**src/rtl/motoron_phase_driver.sv**
```systemverilog
// N-phase BLDC driver: step sequencer, per-phase PWM, dead-time insertion and RUN/BRAKE/IDLE control.
// Define SOFTSTART_EN to ramp the effective duty from 0 on every entry to RUN.
module motoron_phase_driver #(
  parameter int               NPH        = 3,
  parameter int               CNT_W      = 25,
  parameter logic [CNT_W-1:0] STEP_MAX   = 25'd10000,
  parameter logic [CNT_W-1:0] STEP_MIN   = 25'd100,
  parameter logic [CNT_W-1:0] STEP_DELTA = 25'd50,
  parameter int               PWM_W      = 12,
  parameter int               DEAD_CYC   = 20,
  parameter logic [CNT_W-1:0] BRAKE_CYC  = 25'd100000
) (
  input  logic             clk,
  input  logic             nRst,
  input  logic             m3start,
  input  logic             m3forceStop,
  input  logic             m3invRotate,
  input  logic             m3freqINC,
  input  logic             m3freqDEC,
  input  logic [PWM_W-1:0] duty,
  output logic [NPH-1:0]   phHp,
  output logic [NPH-1:0]   phLp,
  output logic             running,
  output logic [3:0]       stepIdx
);

  localparam logic [4:0]       S5          = 5'(2 * NPH);
  localparam logic [3:0]       IDX_LAST    = 4'(2 * NPH - 1);
  localparam logic [3:0]       POS_H_LAST  = 4'(NPH - 2);
  localparam logic [3:0]       POS_L_FIRST = 4'(NPH);
  localparam logic [3:0]       POS_L_LAST  = 4'(2 * NPH - 2);
  localparam logic [7:0]       DEAD        = 8'(DEAD_CYC);
  localparam logic [CNT_W-1:0] CNT_ONE     = {{(CNT_W-1){1'b0}}, 1'b1};
  localparam logic [PWM_W-1:0] PWM_ONE     = {{(PWM_W-1){1'b0}}, 1'b1};

  typedef enum logic [1:0] {
    ST_IDLE  = 2'd0,
    ST_RUN   = 2'd1,
    ST_BRAKE = 2'd2
  } state_e;

  state_e           state_q;
  logic             running_q;
  logic [CNT_W-1:0] step_len_q;
  logic [CNT_W-1:0] len_pend_q;
  logic [CNT_W-1:0] step_cnt_q;
  logic [CNT_W-1:0] brake_cnt_q;
  logic [3:0]       step_idx_q;
  logic [PWM_W-1:0] pwm_cnt_q;
  logic [PWM_W-1:0] duty_eff;

  logic             step_end;
  logic             brake_done;
  logic             go_run;
  logic [3:0]       idx_adv;
  logic [CNT_W-1:0] pend_inc;
  logic [CNT_W-1:0] pend_dec;
  logic             pwm_on;

  assign step_end   = (step_cnt_q == step_len_q - CNT_ONE);
  assign brake_done = (brake_cnt_q == BRAKE_CYC - CNT_ONE);
  assign go_run     = m3start && !m3forceStop &&
                      ((state_q == ST_IDLE) || ((state_q == ST_BRAKE) && brake_done));

  // Saturating speed arithmetic, written so neither direction can wrap the counter width.
  assign pend_inc = (len_pend_q >= STEP_MIN + STEP_DELTA) ? len_pend_q - STEP_DELTA : STEP_MIN;
  assign pend_dec = (len_pend_q >= STEP_MAX - STEP_DELTA) ? STEP_MAX : len_pend_q + STEP_DELTA;

  // Direction is sampled at each step boundary and steers that boundary's advance.
  always_comb begin
    if (m3invRotate) begin
      idx_adv = (step_idx_q == 4'd0) ? IDX_LAST : step_idx_q - 4'd1;
    end else begin
      idx_adv = (step_idx_q == IDX_LAST) ? 4'd0 : step_idx_q + 4'd1;
    end
  end

  always_ff @(posedge clk or negedge nRst) begin
    if (!nRst) begin
      state_q     <= ST_IDLE;
      running_q   <= 1'b0;
      step_len_q  <= STEP_MAX;
      len_pend_q  <= STEP_MAX;
      step_cnt_q  <= '0;
      brake_cnt_q <= '0;
      step_idx_q  <= '0;
    end else begin
      if ((state_q == ST_RUN) && (m3freqINC ^ m3freqDEC)) begin
        len_pend_q <= m3freqINC ? pend_inc : pend_dec;
      end
      unique case (state_q)
        ST_RUN: begin
          if (m3forceStop) begin
            state_q     <= ST_BRAKE;
            running_q   <= 1'b0;
            brake_cnt_q <= '0;
          end else if (!m3start) begin
            state_q   <= ST_IDLE;
            running_q <= 1'b0;
          end else if (step_end) begin
            step_cnt_q <= '0;
            step_idx_q <= idx_adv;
            step_len_q <= len_pend_q;
          end else begin
            step_cnt_q <= step_cnt_q + CNT_ONE;
          end
        end
        ST_BRAKE: begin
          if (brake_done) begin
            state_q <= ST_IDLE;
          end else begin
            brake_cnt_q <= brake_cnt_q + CNT_ONE;
          end
        end
        default: begin
          if (m3forceStop) begin
            state_q     <= ST_BRAKE;
            brake_cnt_q <= '0;
          end
        end
      endcase
      if (go_run) begin
        state_q    <= ST_RUN;
        running_q  <= 1'b1;
        step_len_q <= STEP_MAX;
        len_pend_q <= STEP_MAX;
        step_cnt_q <= '0;
        step_idx_q <= '0;
      end
    end
  end

  always_ff @(posedge clk or negedge nRst) begin
    if (!nRst) begin
      pwm_cnt_q <= '0;
    end else begin
      pwm_cnt_q <= pwm_cnt_q + PWM_ONE;
    end
  end

`ifdef SOFTSTART_EN
  logic [PWM_W-1:0] soft_duty_q;
  logic             ramp_q;

  always_ff @(posedge clk or negedge nRst) begin
    if (!nRst) begin
      soft_duty_q <= '0;
      ramp_q      <= 1'b0;
    end else if (go_run) begin
      soft_duty_q <= '0;
      ramp_q      <= 1'b1;
    end else if (ramp_q) begin
      if (soft_duty_q >= duty) begin
        ramp_q <= 1'b0;
      end else if (pwm_cnt_q == '1) begin
        soft_duty_q <= soft_duty_q + PWM_ONE;
      end
    end
  end

  assign duty_eff = ramp_q ? soft_duty_q : duty;
`else
  assign duty_eff = duty;
`endif

  assign pwm_on = (pwm_cnt_q < duty_eff);

  for (genvar gi = 0; gi < NPH; gi++) begin : g_phase
    localparam logic [4:0] OFS = 5'(2 * gi);

    logic [4:0] pos_sum;
    logic [3:0] pos;
    logic       is_high;
    logic       is_low;
    logic       req_h;
    logic       req_l;
    logic       h_d;
    logic       l_d;
    logic       h_q;
    logic       l_q;
    logic [7:0] h_off_q;
    logic [7:0] l_off_q;

    // Position of this phase inside its own electrical cycle, 2*gi steps behind phase 0.
    assign pos_sum = {1'b0, step_idx_q} + S5 - OFS;
    assign pos     = (pos_sum >= S5) ? 4'(pos_sum - S5) : pos_sum[3:0];
    assign is_high = (pos <= POS_H_LAST);
    assign is_low  = (pos >= POS_L_FIRST) && (pos <= POS_L_LAST);

    always_comb begin
      req_h = 1'b0;
      req_l = 1'b0;
      unique case (state_q)
        ST_RUN: begin
          req_h = is_high && pwm_on;
          req_l = is_low;
        end
        ST_BRAKE: req_l = 1'b1;
        default: ;
      endcase
    end

    // Turn-off is immediate; turn-on waits until the opposite device has been off long enough.
    assign h_d = req_h && (h_q || (l_off_q >= DEAD));
    assign l_d = req_l && (l_q || (h_off_q >= DEAD));

    always_ff @(posedge clk or negedge nRst) begin
      if (!nRst) begin
        h_q     <= 1'b0;
        l_q     <= 1'b0;
        h_off_q <= '0;
        l_off_q <= '0;
      end else begin
        h_q     <= h_d;
        l_q     <= l_d;
        h_off_q <= h_d ? 8'd0 : ((h_off_q >= DEAD) ? DEAD : h_off_q + 8'd1);
        l_off_q <= l_d ? 8'd0 : ((l_off_q >= DEAD) ? DEAD : l_off_q + 8'd1);
      end
    end

    assign phHp[gi] = h_q;
    assign phLp[gi] = l_q;
  end

  assign running = running_q;
  assign stepIdx = step_idx_q;

endmodule

```
**config.mk**
```make
export PLATFORM = sky130hd
export DESIGN_NAME = motoron_phase_driver
export DESIGN_NICKNAME = d
export VERILOG_FILES = /design/src/rtl/motoron_phase_driver.sv
export SDC_FILE = /design/constraint.sdc
export NUM_CORES = 1
export LEC_CHECK = 0
export ABC_AREA = 1
export BUFFER_PORTS_ARGS = -buffer_cell sky130_fd_sc_hd__buf_2
export CAP_MARGIN = 5
export CELL_PAD_IN_SITES_DETAIL_PLACEMENT = 0
export CELL_PAD_IN_SITES_GLOBAL_PLACEMENT = 2
export CORE_MARGIN = 8
export CORE_UTILIZATION = 37
export CTS_BUF_LIST = sky130_fd_sc_hd__clkbuf_16
export DETAILED_ROUTE_END_ITERATION = 10
export PLACE_DENSITY_LB_ADDON = 0.1
export SETUP_SLACK_MARGIN = 0.5
export SYNTH_ARGS = -nofsm -noshare
export SYNTH_HDL_FRONTEND = slang
export SYNTH_SLANG_ARGS = --single-unit
```
**constraint.sdc**
```tcl
create_clock -name clk -period 3 [get_ports clk]
set_clock_uncertainty 0.1 [all_clocks]
set_input_delay 0.6 -clock clk [delete_from_list [all_inputs] [get_ports clk]]
set_output_delay 0.6 -clock clk [all_outputs]
set_load 0.03 [all_outputs]
```
== Word-level counts from Yosys, hierarchy flattened ==
Index checks and enable logic that the tools add are counted.

* Register bits: 173
* Input port bits: 19

* $add $sub $neg: 20
* Order comparisons: 21
* Equality and inequality tests: 10
* Muxes and demuxes: 57
* Bitwise gates (word level): 1
* Reduce and logical (&&, ||, !) cells: 37

{| class="wikitable"
|+ Operators with widths
! kind !! number
|-
| two-way mux 25 bit || 18
|-
| two-way mux 8 bit || 12
|-
| adder 25 x 1 -> 25 bit, second input constant || 2
|-
| adder 8 x 1 -> 8 bit, second input constant || 6
|-
| greater-or-equal comparator 8 x 5 -> 1 bit, second input constant || 6
|-
| two-way mux 4 bit || 11
|-
| adder 25 x 6 -> 25 bit, second input constant || 1
|-
| == test 25 x 17 -> 1 bit, second input constant || 1
|-
| == test 25 bit || 1
|-
| greater-or-equal comparator 25 x 14 -> 1 bit, second input constant || 1
|-
| greater-or-equal comparator 25 x 8 -> 1 bit, second input constant || 1
|-
| subtractor 25 x 1 -> 25 bit, second input constant || 1
|-
| subtractor 25 x 6 -> 25 bit, second input constant || 1
|-
| logical AND 1 bit || 16
|-
| greater-or-equal comparator 5 x 3 -> 1 bit, second input constant || 3
|-
| adder 12 x 1 -> 12 bit, second input constant || 1
|-
| greater-or-equal comparator 4 x 2 -> 1 bit, second input constant || 3
|-
| less-or-equal comparator 4 x 1 -> 1 bit, second input constant || 3
|-
| less-or-equal comparator 4 x 3 -> 1 bit, second input constant || 3
|-
| < comparator 12 bit || 1
|-
| subtractor 4 x 3 -> 4 bit, second input constant || 3
|-
| two-way mux 2 bit || 5
|-
| nonzero test 2 bit || 5
|-
| logical OR 1 bit || 7
|-
| 24 further kinds || 34
|}

== Depth between registers and ports, before layout ==
Gate-level depths: netlist of the first run.

* Word-level depth: 9
* Mapped depth: 18

== Worst setup path before layout of the first run ==
OpenSTA, ideal clock, no wires.

* Path type: register -> register
* Start: reg step_idx_q[1], in the netlist stepIdx[1]
* End: reg g_phase[2].h_off_q[2]
* Setup time: 0.120 ns
* Data arrival time: 2.625 ns
* Required time: 2.780 ns
* Path slack: 0.156 ns
* Stages on the path, launching flop included: 14
* Buffers on the path: 0
* Period minus slack after synthesis: 2.844 ns
* Path through: dfrtp_1 inv_1 ha_1 xor2_1 ha_1 or2_2 nand3_1 nand2_1 o21ai_0 nand2_1 nor3_1 nand2_1 o21ai_0 inv_1

* Longest elaborated chain between the ends: 9
* Elaborated cells between the ends (all ways): 10
* Those cells by class: 3 x add/sub; 2 x order compare; 3 x mux; 2 x reduce/logical

{| class="wikitable"
|+ Ends and longest elaborated chain
! what !! RTL line !! source
|-
| start: declaration || 48 || <nowiki>logic [3:0] step_idx_q;</nowiki>
|-
| start signal: assignment || 102 || <nowiki>step_idx_q <= idx_adv;</nowiki>
|-
| adder 4 x 3 -> 5 bit * || 185 || <nowiki>assign pos_sum = {1'b0, step_idx_q} + S5 - OFS;</nowiki>
|-
| subtractor 5 x 3 -> 5 bit * || 185 ||
|-
| subtractor 4 x 3 -> 4 bit / greater-or-equal comparator 5 x 3 -> 1 bit (equally long branches) || 186 || <nowiki>assign pos = (pos_sum >= S5) ? 4'(pos_sum - S5) : pos_sum[3:0];</nowiki>
|-
| two-way mux 4 bit * || 186 ||
|-
| less-or-equal comparator 4 x 1 -> 1 bit * || 187 || <nowiki>assign is_high = (pos <= POS_H_LAST);</nowiki>
|-
| logical AND 1 bit * || 195 || <nowiki>req_h = is_high && pwm_on;</nowiki>
|-
| two-way mux 1 bit * || 193 || <nowiki>unique case (state_q)</nowiki>
|-
| logical AND 1 bit * || 204 || <nowiki>assign h_d = req_h && (h_q || (l_off_q >= DEAD));</nowiki>
|-
| two-way mux 8 bit * || 216 || <nowiki>h_off_q <= h_d ? 8'd0 : ((h_off_q >= DEAD) ? DEAD : h_off_q + 8'd1);</nowiki>
|-
| end signal: assignment || 216 ||
|-
| end: declaration || 181 || <nowiki>logic [7:0] h_off_q;</nowiki>
|}

Every way passes the cells marked *; elsewhere a longest branch is shown, timed or not.
A chain may end at the register's enable or synchronous reset.

== Final worst setup path of the first run ==
* Start: reg step_idx_q[2], in the netlist stepIdx[2]
* End: reg g_phase[2].h_off_q[0]

The elaborated chain is that of the path after synthesis.

==> impl_metrics.toml, run 1 <==
[timing]
setup_viol = 0
relSlewSlack_pct = 54.9
fin_crit_ns = 2.42
tns_ns = 0
rsz0062_at_grt = "true"
holdWs_ns = 0.00805
hold_viol = 0
slew_viol_final = 0
finalCritPeriodShare_pct = 80.6
max_slew.worst_pin.slew_ns = 0.676
fmax_ghz = 0.414

[power]
power_frac_seq_pct = 31.0
pwr-share-comb_pct = 46.5
netSwitchingPower_uw = 4810
p_int_uw = 6110
leakagePower_uw = 0.00615
ir_drop_mv = 0.408
power_density_nw_per_um2 = 844
p_sw_share_pct = 44.0
power.share.clock_pct = 22.5

[logic_synthesis]
yosys_warnings = 0
netlist_area_um2 = 10900
synth_flop_cell = "dfrtp_1"
synth_seq_cells = 172
synthAdderAreaFrac_pct = 5.40
synth-simple-area-share_pct = 30.3
synth_cells = 1472
synthXorXnorAreaFrac_pct = 7.88
muxShareOfSynthArea_pct = 0
synthArstFlopShare_pct = 100
synth_compound_area_share_pct = 8.17
synth_area_leader_cell = "dfrtp_1"
synth_edf_count = 0
synthTopCellsByArea = "dfrtp_1 (37%), nand2_1 (12%), inv_1 (6.3%)"
synth_top_family_by_area = "simple AND/OR/NAND/NOR gates"
synth.avg_cell_area_um2 = 7.40
synth_top_area_share_pct = 37.2
yosysSeqAreaShare_pct = 39.7
synth_cell_types = 44

[floorplan]
start_util_pct = 37.1
boundaryPins = 30
die_area_um2 = 35200
die_width_um = 188
core_um2 = 29300
fp.dieH_um = 188
row_count = 63

[finish]
area_growth_pct = 18.8
fin_cells = 1957
layout-drive-gt1-share_pct = 14.6
regArea_um2 = 4330
finish.instance_area_um2 = 12900
n_antenna_cell = 0
nNetsFinal = 1621
multi_input_area_um2 = 6020
fill_cells = 3088
utilization_pct = 44.1

[cts]
ctsLongestPathBuffers = 2
clk_pin_slew_ns = 0.08
clock-sinks = 172
htree_levels = 4
numCtsBuffers = 17
holdBufCountCts = 0
clockRootBuffer = "clkbuf_16"
cts_tree = "yes"
clkLatencyLatePin_ns = 0.45

[run_status]
status = "complete, no violations"

[drt]
first_pass_iters = 5
drt_iter0_markers = 547
via_count = 9406
drc = 0
avgRoutedWirePerCell_um = 14.9
drtAntennaViolNets = 0
drt_wl_total_mm = 29.2
via_per_inst = 4.81

[place]
dp_cells = 1895
dpl-instance-area_um2 = 11600
port_buffers = 29
dp_hpwl_mm = 21.0
place.gp.congestion = 0.836

[worst_setup_path]
crit_path_end_kind = "flop"
rr_startpoint = "stepIdx[2]$_DFFE_PN0P_"
cp_max_fo = 6
worstPathArrival_ns = 2.67
rr_worst_depth = 13
crit_end = "g_phase[2].h_off_q[0]$_DFF_PN0_"
crit_start = "stepIdx[2]$_DFFE_PN0P_"
cp.required_ns = 3.25
r2r_end = "g_phase[2].h_off_q[0]$_DFF_PN0_"
setup.worst_path.class = "reg -> reg"
startpoint_type = "flop"
rrSetupSlack_ns = 0.58

[global_route]
track_usage_pct = 16.8
grt_remaining_overflow = 0
grt_pass1_wl_mm = 48.3
grt_max_degree = 67
antenna_found_initial = 1
grt_pass1_vias = 9275

[worst_hold_path]
hold_path.class = "in -> async"

[run]
cap_violations = 0
## through the flow
stage / setup slack (ns) / total power [µW]
2_1_floorplan: 0.526 / 6480
3_3_place_gp: 0.213 / 7820
3_5_place_dp: 0.241 / 7780
4_1_cts: 0.502 / 10500
5_1_grt: 0.436 / 11800
6_report: 0.583 / 10900
## worst min-delay path by stage
stage                                    start                               to  slack, ns  cells after the start
2_1_floorplan                             nRst       brake_cnt_q[0]$_DFFE_PN0P_       0.20                      0
3_3_place_gp            pwm_cnt_q[0]$_DFF_PN0_           pwm_cnt_q[0]$_DFF_PN0_       0.36                      1
4_1_cts                                   nRst       brake_cnt_q[1]$_DFFE_PN0P_       0.03                      1
6_report                                  nRst       brake_cnt_q[6]$_DFFE_PN0P_      0.008                      1
3_5_place_dp   g_phase[0].l_off_q[0]$_DFF_PN0_  g_phase[0].l_off_q[0]$_DFF_PN0_       0.37                      1
5_1_grt                                   nRst       brake_cnt_q[6]$_DFFE_PN0P_       0.06                      1
## area by class of cell
class | instances | area share (%)
multi-input cells | 1089 | 46.6
flip-flops and latches | 172 | 33.4
inverters | 187 | 5.59
repair buffers | 88 | 5.76
clock inverters | 14 | 1.59
clock buffers | 17 | 3.29
well taps | 390 | 3.77
## cells in the final DEF (no fill, tap or decap), types with 4 or more instances in the layout
master | synthesis | routed
o21ai_0 | 82 | 76
ha_4 | 0 | 4
inv_1 | 184 | 175
conb_1 | 1 | 18
inv_6 | 0 | 4
a22oi_1 | 5 | 5
dfstp_2 | 10 | 10
or2_2 | 8 | 8
a21oi_1 | 40 | 37
clkinvlp_4 | 0 | 5
nor3_1 | 44 | 41
nand3b_1 | 8 | 8
nor2_2 | 7 | 20
o22ai_1 | 13 | 13
dfrtp_1 | 162 | 155
inv_2 | 2 | 6
nor2_4 | 2 | 14
nand2_2 | 2 | 13
nand2_4 | 0 | 4
nand4_1 | 38 | 38
nor4_1 | 12 | 11
buf_4 | 9 | 43
bufinv_16 | 0 | 4
xnor2_1 | 22 | 22
o211ai_1 | 4 | 4
buf_6 | 4 | 7
dfrtp_2 | 0 | 7
ha_1 | 47 | 40
xor2_1 | 76 | 74
nand3_1 | 119 | 117
buf_12 | 0 | 6
nor2_1 | 174 | 149
clkbuf_16 | 0 | 20
buf_2 | 10 | 28
a31oi_1 | 7 | 7
nand2_1 | 345 | 330
## registers in the layout, summed over array words and instances, names as in the netlist
name and count:
g_phase.l_off_q 24, step_len_q 25, state_q 2, g_phase.h_q 3, g_phase.l_q 3, g_phase.h_off_q 24, step_cnt_q 25, brake_cnt_q 25
pwm_cnt_q 12, len_pend_q 24, running 1, stepIdx 4
## worst max-delay path: stages, from the launching register on
cell and delay [ns]:
dfrtp_2 0.41, clkinv_4 0.09, ha_4 0.18, xor2_2 0.16, ha_2 0.19, or2_2 0.30
nand3_2 0.10, nand2_4 0.08, o21ai_4 0.18, nand2_2 0.06, nor3_2 0.17, nand2_2 0.13
nand4_1 0.10, inv_1 0.04
## cells by family after synthesis
family | after synthesis
and+or+nand+nor | 764
xor gates and xnor gates | 98
other | 1
buffers and inverters | 228
AOI/OAI and AO/OA | 162
adders and majority gates | 47
DFF | 172
## synthesized netlist by cell type (5+ instances only)
master and number:
nand2_1 345, inv_1 184, nor2_1 174, dfrtp_1 162
nand3_1 119, o21ai_0 82, xor2_1 76, ha_1 47
nor3_1 44, a21oi_1 40, nand4_1 38, xnor2_1 22
clkbuf_1 17, o22ai_1 13, nor4_1 12, buf_2 10
dfstp_2 10, buf_4 9, nand3b_1 8, or2_2 8
a31oi_1 7, nor2_2 7, a22oi_1 5
## power groups by stage
stage	clock [µW]	combinational (µW)	sequential, µW
2_1_floorplan	0	3210	3270
3_3_place_gp	0	4370	3440
3_5_place_dp	0	4350	3430
4_1_cts	2520	4580	3360
5_1_grt	2610	5760	3470
6_report	2450	5080	3390
## routing by layer
| layer | vias up | wire [µm] | GRT usage, % |
|---|---|---|---|
| li1 | 4897 | - | - |
| met5 | - | 13 | 0 |
| met3 | 26 | 605 | 2.62 |
| met1 | 4396 | 14900 | 23.7 |
| met4 | 2 | 356 | 4.58 |
| met2 | 85 | 13300 | 26.3 |
## what timing repair did
action / CTS / global route
setup buffers: 6 / 21
gates resized for setup: 26 / 89
cloned: 0 / 4
pin swaps: 2 / 20
endpoints found under the hold margin: 0 / 0
endpoints found under the setup margin: 87 / 102
No activity file was read; power rests on OpenSTA's default activity.
==> run 2: changes to the inputs <==
clock period = 2.4 ns   (was 3 ns; I/O delays follow)
==> impl_metrics.toml, run 2 (synthesis results as in run 1) <==
[finish]
area_growth_pct = 32.2
reg_top3 = "brake_cnt_q x25, step_cnt_q x25, step_len_q x25"
n_antenna_cell = 0
layout-drive-gt1-share_pct = 25.7
final_cell_mix = "nand2_1 (309), inv_1 (157), dfrtp_1 (153)"
nNetsFinal = 1705
layout_commonest_cell = "nand2_1"

[place]
dpl_worst_slack_ns = 0.00142
place.gp.congestion = 0.826
port_buffers = 29
dp_hpwl_mm = 21.8

[worst_setup_path]
rr_startpoint = "step_len_q[0]$_DFFE_PN0P_"
rr_worst_depth = 15
startpoint_type = "flop"
worstPathArrival_ns = 2.55
setup.worst_path.class = "reg -> reg"
rrSetupSlack_ns = 0.09
cp.required_ns = 2.64
r2r_end = "step_cnt_q[12]$_DFFE_PN0P_"
crit_path_end_kind = "flop"
cp_max_fo = 7

[timing]
relSlewSlack_pct = 58.5
finalCritPeriodShare_pct = 96.4
fmax_ghz = 0.432
fin_crit_ns = 2.31
setup_viol = 0
slew_viol_final = 0
fin_ws_ns = 0.0865
max_slew.worst_pin.slew_ns = 0.615
tns_ns = 0
rsz0062_at_grt = "true"
hold_viol = 0

[cts]
clkLatencyLatePin_ns = 0.44
ctsLongestPathBuffers = 2
htree_levels = 4
clockRootBuffer = "clkbuf_16"
clock-sinks = 172
clk_pin_slew_ns = 0.08
numCtsBuffers = 17
cts_tree = "yes"

[floorplan]
core_um2 = 29300
die_area_um2 = 35200
start_util_pct = 37.1
die_width_um = 188
boundaryPins = 30
row_count = 63
fp.dieH_um = 188

[worst_hold_path]
hp-start = "m3start"
hold_path.class = "in -> reg"
holdPathEnd = "running$_DFFE_PN0P_"
whs_path_depth = 3

[global_route]
track_usage_pct = 17.9
antenna_found_initial = 0
grt_max_degree = 49
grt_pass1_vias = 9764
grt_pass1_wl_mm = 51.4
grt_remaining_overflow = 0

[power]
p_int_uw = 8410
leakagePower_uw = 0.00678
power_frac_seq_pct = 27.2
pwr-share-comb_pct = 54.4
p_sw_share_pct = 45.3
ir_drop_mv = 0.695
netSwitchingPower_uw = 6970
power.share.clock_pct = 18.4
power_density_nw_per_um2 = 1070

[drt]
avgRoutedWirePerCell_um = 15.3
drt_wl_total_mm = 31.3
drtAntennaViolNets = 0
via_per_inst = 4.87
drt_iter0_markers = 630
drc = 0
first_pass_iters = 5
via_count = 9952

[run]
cap_violations = 0

[run_status]
status = "complete, no violations"
## run 2: critical path, cell delays in order (launching register included)
cell	delay, ns
dfrtp_1	0.39
inv_2	0.09
ha_4	0.16
nand2_4	0.08
nor2_4	0.21
buf_6	0.14
xor2_1	0.14
nand4_1	0.11
nor2_2	0.13
nand3_1	0.10
nand2_2	0.11
nand2_4	0.07
inv_4	0.07
buf_6	0.12
clkbuf_16	0.14
nor2_1	0.04
## run 2: final cells by class
class | instances | area [µm²]
repair buffers | 171 | 1600
flip-flops and latches | 172 | 4330
well taps | 390 | 488
clock inverters | 15 | 171
clock buffers | 17 | 425
inverters | 187 | 734
multi-input cells | 1089 | 6640
repair inverters | 1 | 8.76
fillers | 2985 | 14900
## run 2: routing by layer
metal	part of all wire, %	GRT usage (%)
met1	50	25.0
met2	47	28.5
met3	2.4	2.79
met4	1.2	4.45
met5	0	0
## run 2: through the flow
step           instances  util (%)  hold WS, ns  total power (µW)  area, µm²
2_1_floorplan       1489         -       0.0844              8470      11200
3_3_place_gp        1927      41.2        0.339             10400      12100
3_5_place_dp        1927      41.2        0.333             10400      12100
4_1_cts             2014      46.5        0.257             14500      13600
5_1_grt             2042      49.1        0.287             16500      14400
6_report            2042      49.1        0.290             15400      14400
## run 2: worst max-delay path by stage
stage                                   start                              end  slack, ns  cells after the start
detailed placement     stepIdx[2]$_DFFE_PN0P_  g_phase[2].h_off_q[2]$_DFF_PN0_      0.001                     14
floorplan              stepIdx[1]$_DFFE_PN0P_  g_phase[2].h_off_q[2]$_DFF_PN0_       0.03                     13
CTS                 step_len_q[0]$_DFFE_PN0P_       step_cnt_q[13]$_DFFE_PN0P_       0.08                     16
global route        step_len_q[4]$_DFFE_PN1P_       step_len_q[18]$_DFFE_PN0P_      -0.07                     18
global placement       stepIdx[2]$_DFFE_PN0P_  g_phase[2].h_off_q[2]$_DFF_PN0_     -0.002                     14
finish              step_len_q[0]$_DFFE_PN0P_       step_cnt_q[12]$_DFFE_PN0P_       0.09                     15
## run 2: timing repair
action                     4_1_cts  5_1_grt
gates cloned                     3        4
hold buffers                     1        0
pin swaps                       45       35
setup buffers                   51       24
hold endpoints to repair        37        0
setup endpoints to repair      133      137
resized for setup              137      138
## run 2: power by group through the flow
stage / logic, µW / registers [µW] / clock network [µW]
floorplan: 4360 / 4100 / 0
global placement: 6160 / 4230 / 0
detailed placement: 6140 / 4230 / 0
CTS: 7450 / 4170 / 2900
global route: 9260 / 4280 / 3010
finish: 8370 / 4190 / 2820
